### config.mk
export PLATFORM = sky130hd
export DESIGN_NAME = vector_result_serializer
export DESIGN_NICKNAME = d
export VERILOG_FILES = /design/src/rtl/vector_result_serializer_pkg.sv /design/src/rtl/vector_bank_pp.sv /design/src/rtl/vector_result_serializer.sv
export SDC_FILE = /design/constraint.sdc
export NUM_CORES = 1
export LEC_CHECK = 0
export BUFFER_PORTS_ARGS = -buffer_cell sky130_fd_sc_hd__buf_2
export CORE_UTILIZATION = 55
export DETAILED_ROUTE_END_ITERATION = 7
export GPL_TIMING_DRIVEN = 0
export MAX_ROUTING_LAYER = met4
export PLACE_DENSITY_LB_ADDON = 0.05
export SYNTH_ARGS = -nofsm -noshare
export SYNTH_HDL_FRONTEND = slang
export SYNTH_SLANG_ARGS = --single-unit
### constraint.sdc
create_clock -name clk -period 2.9 [get_ports clk]
set_clock_uncertainty 0.2 [all_clocks]
set_input_delay 0.145 -clock clk [delete_from_list [all_inputs] [get_ports clk]]
set_output_delay 0.145 -clock clk [all_outputs]
set_load 0.03 [all_outputs]
### src/rtl/vector_result_serializer_pkg.sv
// Shared FFT vector-unit definitions: custom-float sample format, lane geometry
// and a helper that pulls one lane out of a packed result vector.
package vector_result_serializer_pkg;

   localparam int EXP_WIDTH    = 4;
   localparam int SIG_WIDTH    = 4;
   localparam int FORMAT_WIDTH = 1 + EXP_WIDTH + SIG_WIDTH;
   localparam int VEC_LANES    = 4;
   localparam int LANE_W       = $clog2(VEC_LANES);
   localparam int VEC_WIDTH    = FORMAT_WIDTH * VEC_LANES;

   localparam logic [LANE_W-1:0] LAST_LANE = LANE_W'(VEC_LANES - 1);

   typedef struct packed {
      logic                 sign;
      logic [EXP_WIDTH-1:0] exponent;
      logic [SIG_WIDTH-1:0] significand;
   } cfloat_t;

   // Lane i lives at bits [i*FORMAT_WIDTH +: FORMAT_WIDTH].
   function automatic logic [FORMAT_WIDTH-1:0] lane_slice(
      input logic [VEC_WIDTH-1:0] vec,
      input logic [LANE_W-1:0]    idx
   );
      return vec[idx*FORMAT_WIDTH +: FORMAT_WIDTH];
   endfunction

endpackage

### src/rtl/vector_bank_pp.sv
// Two-bank ping-pong register file holding one complex 4-lane vector per bank,
// written whole and read one lane at a time.
module vector_bank_pp
   import vector_result_serializer_pkg::*;
(
   input  logic                    clk,
   input  logic                    rst,
   input  logic                    wr_en,
   input  logic                    wr_sel,
   input  logic [VEC_WIDTH-1:0]    wr_real,
   input  logic [VEC_WIDTH-1:0]    wr_imag,
   input  logic                    rd_sel,
   input  logic [LANE_W-1:0]       rd_lane,
   output logic [FORMAT_WIDTH-1:0] rd_real,
   output logic [FORMAT_WIDTH-1:0] rd_imag
);

   logic [1:0][VEC_WIDTH-1:0] bank_real;
   logic [1:0][VEC_WIDTH-1:0] bank_imag;

   // NOTE: the storage is small enough to reset; it keeps the read mux output
   // deterministic after reset and costs nothing in behaviour.
   always_ff @(posedge clk or negedge rst) begin
      if (!rst) begin
         bank_real <= '0;
         bank_imag <= '0;
      end else if (wr_en) begin
         bank_real[wr_sel] <= wr_real;
         bank_imag[wr_sel] <= wr_imag;
      end
   end

   assign rd_real = lane_slice(bank_real[rd_sel], rd_lane);
   assign rd_imag = lane_slice(bank_imag[rd_sel], rd_lane);

endmodule

### src/rtl/vector_result_serializer.sv
// Captures 4-lane complex result vectors into a ping-pong buffer and streams
// them out one lane per cycle over valid/ready, flagging dropped vectors.
module vector_result_serializer
   import vector_result_serializer_pkg::*;
(
   input  logic                    clk,
   input  logic                    rst,
   input  logic                    vector_done,
   input  logic [VEC_WIDTH-1:0]    vec_real,
   input  logic [VEC_WIDTH-1:0]    vec_imag,
   input  logic                    clear_ovf,
   output logic                    out_valid,
   input  logic                    out_ready,
   output logic [FORMAT_WIDTH-1:0] out_real,
   output logic [FORMAT_WIDTH-1:0] out_imag,
   output logic [LANE_W-1:0]       out_lane,
   output logic                    out_last,
   output logic                    busy,
   output logic                    full,
   output logic                    overflow
);

   logic [1:0]              count, count_next;
   logic                    wr_ptr, rd_ptr;
   logic [LANE_W-1:0]       lane;
   logic                    pop, last_pop, bank_free, capture, drop;
   logic [FORMAT_WIDTH-1:0] rd_real, rd_imag;

   assign out_valid = (count != 2'd0);
   assign pop       = out_valid && out_ready;
   assign last_pop  = pop && (lane == LAST_LANE);
   // A full buffer still accepts a vector when its oldest bank drains this cycle.
   assign bank_free = (count != 2'd2) || last_pop;
   assign capture   = vector_done && bank_free;
   assign drop      = vector_done && !bank_free;

   // NOTE: every combinational output gets a default first so no latch is inferred.
   always_comb begin
      count_next = count;
      unique case ({capture, last_pop})
         2'b10:   count_next = count + 2'd1;
         2'b01:   count_next = count - 2'd1;
         default: count_next = count;
      endcase
   end

   // NOTE: sequential state uses non-blocking assignments only.
   always_ff @(posedge clk or negedge rst) begin
      if (!rst) begin
         count    <= '0;
         wr_ptr   <= 1'b0;
         rd_ptr   <= 1'b0;
         lane     <= '0;
         overflow <= 1'b0;
      end else begin
         count <= count_next;
         if (capture)  wr_ptr <= ~wr_ptr;
         if (last_pop) rd_ptr <= ~rd_ptr;
         if (pop)      lane   <= lane + LANE_W'(1);
         if (drop)           overflow <= 1'b1;
         else if (clear_ovf) overflow <= 1'b0;
      end
   end

   vector_bank_pp u_bank (
      .clk     (clk),
      .rst     (rst),
      .wr_en   (capture),
      .wr_sel  (wr_ptr),
      .wr_real (vec_real),
      .wr_imag (vec_imag),
      .rd_sel  (rd_ptr),
      .rd_lane (lane),
      .rd_real (rd_real),
      .rd_imag (rd_imag)
   );

   assign out_real = out_valid ? rd_real : '0;
   assign out_imag = out_valid ? rd_imag : '0;
   assign out_lane = lane;
   assign out_last = out_valid && (lane == LAST_LANE);
   assign full     = (count == 2'd2);
   assign busy     = out_valid;

endmodule

Word level (Yosys, flattened, before mapping)
Index checks and enable logic that the tools add are counted.
{"block": "totals", "ff_bits": 151, "out_inout_bits": 25, "elab_cells": 49}
{"block": "op_classes", "addsub": 3, "n_mul": 1, "n_lt_le_gt_ge": 3, "eq_ne": 5, "n_shift": 2, "muxes": 13, "bitwise": 2, "reduce_logical": 11}
{"op": "$mux W36", "n": 5}
{"op": "$bwmux W72", "n": 2}
{"op": "$shiftx A36 B7 Y9", "n": 2}
{"op": "$demux W36 S1", "n": 1}
{"op": "$mux W9", "n": 2}
{"op": "$eq A2 B2 Y1 const B", "n": 3}
{"op": "$logic_and A1 B1 Y1", "n": 6}
{"op": "$mul A2 B4 Y6 const B", "n": 1}
{"op": "$reduce_bool A2 Y1", "n": 3}
{"op": "$add A2 B1 Y2 const B", "n": 2}
{"op": "$lt A1 B2 Y1 const B", "n": 2}
{"op": "$pmux W2 S2", "n": 1}
{"op": "$eq A2 B1 Y1 const B", "n": 1}
{"op": "$mux W1", "n": 2}
{"op": "$ne A2 B2 Y1 const B", "n": 1}
{"op": "$not A1 Y1", "n": 2}
{"op": "$sub A2 B1 Y2 const B", "n": 1}
{"op": "$ge A1 B1 Y1 const B", "n": 1}
{"op": "$logic_not A1 Y1", "n": 1}
{"op": "$logic_or A1 B1 Y1", "n": 1}

Logic depth before layout (Yosys ltp)
{"block": "logic_depth", "depth_word": 7, "mapped_depth": 6, "depth_no_buf": 4}

Cells and area by module
From an unflattened synthesis, not the netlist that was laid out.
{"block": "unflattened", "hier_cells": 425, "hier_area_um2": 7021.7}
{"mod": "vector_bank_pp", "n_inst": 1, "cells_each": 369, "area_per_inst_um2": 6527.5, "seq_area_each_um2": 3603.5}
{"mod": "vector_result_serializer", "n_inst": 1, "cells_each": 56, "area_per_inst_um2": 494.2, "seq_area_each_um2": 175.2}

Least setup slack after synthesis
No wires, ideal clock.
{"block": "synth_path", "path_type": "reg2out", "start": "reg lane[0], in the netlist out_lane[0]", "end": "out out_imag[0]", "t_arrival_ns": 2.095, "required_ns": 2.555, "slack_ns": 0.460, "stages_incl_launch_ff": 6, "path_buffers": 2, "cell_sequence": "dfrtp_1 -> or2_2 -> clkbuf_1 -> clkbuf_1 -> a211oi_1 -> nor3_1"}
{"block": "synth_via", "elab_chain_cells": 3}
{"item": "from (decl)", "line_no": "vector_result_serializer.sv:25", "text": "logic [LANE_W-1:0] lane;"}
{"item": "from (signal assigned)", "line_no": "vector_result_serializer.sv:59", "text": "if (pop) lane <= lane + LANE_W'(1);"}
{"item": "$mul A2 B4 Y6", "line_no": "vector_result_serializer_pkg.sv:25", "text": "return vec[idx*FORMAT_WIDTH +: FORMAT_WIDTH];"}
{"item": "$shiftx A36 B7 Y9", "line_no": "vector_result_serializer_pkg.sv:25"}
{"item": "$mux W9", "line_no": "vector_result_serializer.sv:79", "text": "assign out_imag = out_valid ? rd_imag : '0;"}
{"item": "to (decl)", "line_no": "vector_result_serializer.sv:15", "text": "output logic [FORMAT_WIDTH-1:0] out_imag,"}
No other way between the ends.

Worst setup path in the final report
{"block": "layout_path", "start": "reg lane[0], in the netlist out_lane[0]", "end": "out out_imag[7]"}
The elaborated chain is that of the path after synthesis.

==> results.py <==
metrics = {
    "cells_and_area": {
        "drive_gt1_frac": 0.484,
        "fillers": 820,
        "synthToLayoutAreaGrowth_pct": 29.1,
        "fin_cells": 881,
        "nets": 778,
        "final_cell_area_mm2": 0.00900,
        "utilization": 0.740,
        "antennaDiodeCount": 0,
    },
    "yosys": {
        "yosysUniqueCellTypes": 30,
        "syn_nets": 582,
        "synth_top_family_by_area": "multiplexers",
        "netlist_area_mm2": 0.00697,
        "netlist_instances": 504,
        "synth_xor_area_frac": 0.00377,
        "synth.avg_cell_area_um2": 13.8,
        "seq_area_frac_synth": 0.542,
        "yosysWarnings": 0,
        "synthAdderAreaFrac": 0.00180,
        "synthMuxAreaShare": 0.323,
        "synth-simple-area-share": 0.0393,
        "ys_ff_latch": 151,
        "synth_compound_area_frac": 0.0596,
    },
    "placement": {
        "hpwlAfterDp_um": 11100,
        "placed_area_mm2": 0.00772,
        "io_buffers": 101,
        "place.gp.congestion": 0.793,
        "placed_cells": 774,
        "dp_slack_ns": 0.237,
    },
    "worst_setup_path": {
        "cp_slowest_cell": "dfrtp_1",
        "path_class": "reg -> out",
        "path_max_fanout": 10,
        "end_kind": "output pin",
        "critPathBufInv": 2,
        "reg2regPathDepth": 6,
        "setup.worst_path.start_class": "flip-flop",
        "r2r_slack_ns": 0.19,
        "cp_data_arrival_time_ns": 2.45,
        "critical_path_depth": 5,
        "path_delay_family": "simple AND/OR/NAND/NOR gates",
        "cp_cell_sequence": "nand2b_1 > clkbuf_2 > o22ai_1 > nor3_1 > buf_2",
        "critPathRequiredTime_ns": 2.56,
        "max_stage_delay_ns": 0.48,
    },
    "floorplanning": {
        "die_area_mm2": 0.0131,
        "coreArea_mm2": 0.0122,
        "dieWidth_um": 115,
        "num_io_pins": 102,
        "start_util": 0.573,
        "die_h_um": 115,
        "rows": 40,
    },
    "power": {
        "peakVddDrop_uv": 820,
        "p_leak_nw": 3.90,
        "swShare": 0.372,
        "power.share.clock": 0.178,
        "power_per_cell_area_mw_per_mm2": 1200,
        "seqPwrFrac": 0.347,
        "power.switching_mw": 4.01,
        "internal-power_mw": 6.77,
        "power_frac_comb": 0.475,
        "p_total_mw": 10.8,
    },
    "cts": {
        "htree_levels": 4,
        "clockBufferDepth": 2,
        "cts_buffers": 17,
        "cts_tree": "built",
        "cts_sinks": 151,
        "clock_latency_ns": 0.42,
        "root_buffer": "clkbuf_16",
        "clkTransAtPathRegs_ns": 0.06,
    },
    "timing": {
        "hold_viol": 0,
        "fin_crit_sh": 0.962,
        "tightest_slew_ns": 0.774,
        "rsz0062_at_grt": "false",
        "setup_violations": 0,
        "finalWorstPathRequiredPeriod_ns": 2.79,
        "hold_slack_ns": 0.104,
        "clock.fmax_mhz": 358,
        "finalSetupTns_ns": 0,
        "fin_ws_ns": 0.109,
        "max_slew_margin": 0.483,
        "slew_viol_final": 0,
    },
    "grt": {
        "antenna_found_initial": 0,
        "grt_pass1_vias": 5102,
        "grt_max_degree": 86,
        "grt.total_usage": 0.279,
        "grt_pass1_wl_um": 26200,
        "grt_overflow": 0,
    },
    "min_path": {
        "hp-class": "in -> async",
    },
    "outcome": {
        "outcome": "finished, final reports clean",
    },
    "drt": {
        "route.vias.total": 4778,
        "viasPerCell": 5.42,
        "drt-initial-drc-count": 216,
        "drt_pass1_iterations": 4,
        "wl_per_cell_um": 18.8,
        "wirelength_um": 16600,
        "postRouteAntennaNets": 0,
        "drc": 0,
    },
    "flow_run": {
        "drv_cap": 0,
    },
}
## worst paths after layout
kind	endpoint	startpoint
max	out_imag[7]	out_lane[0]$_DFFE_PN0P_
min	u_bank.bank_real[46]$_DFFE_PN0P_	rst
max reg2reg	u_bank.bank_real[37]$_DFFE_PN0P_	out_lane[0]$_DFFE_PN0P_
min reg2reg	u_bank.bank_real[0]$_DFFE_PN0P_	u_bank.bank_real[0]$_DFFE_PN0P_
max in group asynchronous	u_bank.bank_imag[32]$_DFFE_PN0P_	rst
min in group clk	u_bank.bank_real[0]$_DFFE_PN0P_	u_bank.bank_real[0]$_DFFE_PN0P_
## power groups by stage
stage          Combinational, mW  Sequential (mW)  Clock [mW]
3_5_place_dp                5.03             3.76           0
6_report                    5.12             3.74        1.92
2_1_floorplan               3.76             3.62           0
4_1_cts                     5.14             3.73        1.95
5_1_grt                     5.47             3.86        2.05
3_3_place_gp                4.92             3.67           0
## worst register-to-register path: cells and delay by family (launching register included)
family,cells,cell delay [ns]
AND/OR/NAND/NOR,1,0.16
adder cells (fa/ha/maj),1,0.27
buffers and inverters,2,0.59
AO/OA/AOI/OAI,1,0.51
multiplexers,1,0.39
flip-flops,1,0.47
## metal layers
layer	GRT usage	up-vias	share of wire
met5	-	-	0
met4	0.0840	0	0.013
met3	0.0566	19	0.036
met2	0.481	103	0.51
met1	0.332	2433	0.44
li1	-	2223	-
## registers in the layout, summed over array words and instances, names as in the netlist
signal / count
rd_ptr: 1
wr_ptr: 1
overflow: 1
count: 2
u_bank.bank_imag: 72
u_bank.bank_real: 72
out_lane: 2
## area by class of cell
class,count,area (um^2),share of cell area
timing repair buffer,179,1310,0.146
inverter,3,11.3,0.00125
clock inverter,4,20.0,0.00223
clock buffer,28,487,0.0541
tap,168,210,0.0234
buffer,32,200,0.0223
sequential,151,3780,0.420
multi-input combinational,316,2980,0.331
## timing repair
| action | CTS | global route |
|---|---|---|
| buffers inserted | 0 | 0 |
| hold buffers | 77 | 0 |
| endpoints found under the hold margin | 216 | 0 |
| gates cloned | 0 | 0 |
| gates resized for setup | 3 | 4 |
| setup endpoints to repair | 9 | 2 |
## cells in the final DEF (no fill, tap or decap), types with 2 or more instances in the layout
cell           count
o21ai_0           20
nand2b_1           2
mux2_2           187
dlygate4sd3_1     77
and2_1             3
buf_2            115
mux2_1            12
clkbuf_2           4
a211oi_1          19
inv_1              2
dfrtp_1          151
or2_2              2
xnor2_1            2
buf_6              8
nand2_1            5
clkbuf_1          14
o22ai_1           18
clkbuf_16         17
clkinv_2           4
nor2b_1           18
nor3_1            18
clkbuf_8           2
## synth_stat cells
cell type	n	share of area
mux2_2	187	0.30
dfrtp_1	151	0.54
o21ai_0	20	0.014
a211oi_1	19	0.020
nor2b_1	18	0.016
nor3_1	18	0.013
o22ai_1	18	0.016
buf_2	14	0.010
mux2_1	12	0.019
clkbuf_1	11	0.0059
buf_6	7	0.011
nand2_1	5	0.0027
and2_1	3	0.0027
inv_1	2	0.0011
nand2b_1	2	0.0018
or2_2	2	0.0018
xnor2_1	2	0.0025
a211oi_4	1	0.0029
a21boi_0	1	0.0011
a21oi_1	1	0.00072
a31oi_1	1	0.00090
buf_1	1	0.00054
buf_4	1	0.0011
ha_1	1	0.0018
inv_2	1	0.00054
mux2i_1	1	0.0014
nand2b_2	1	0.0013
o211ai_2	1	0.0018
o32ai_1	1	0.0013
xor2_1	1	0.0013
## kinds of logic (layout without fill, tap and decap cells)
| family | after synthesis | count (layout) |
|---|---|---|
| multiplexers | 200 | 200 |
| adder cells (fa/ha/maj) | 1 | 1 |
| buffers and inverters | 37 | 246 |
| XOR/XNOR | 3 | 3 |
| AO/OA/AOI/OAI | 63 | 63 |
| flip-flops | 151 | 151 |
| AND/OR/NAND/NOR | 49 | 49 |
Power figures use the tool's default switching activity.
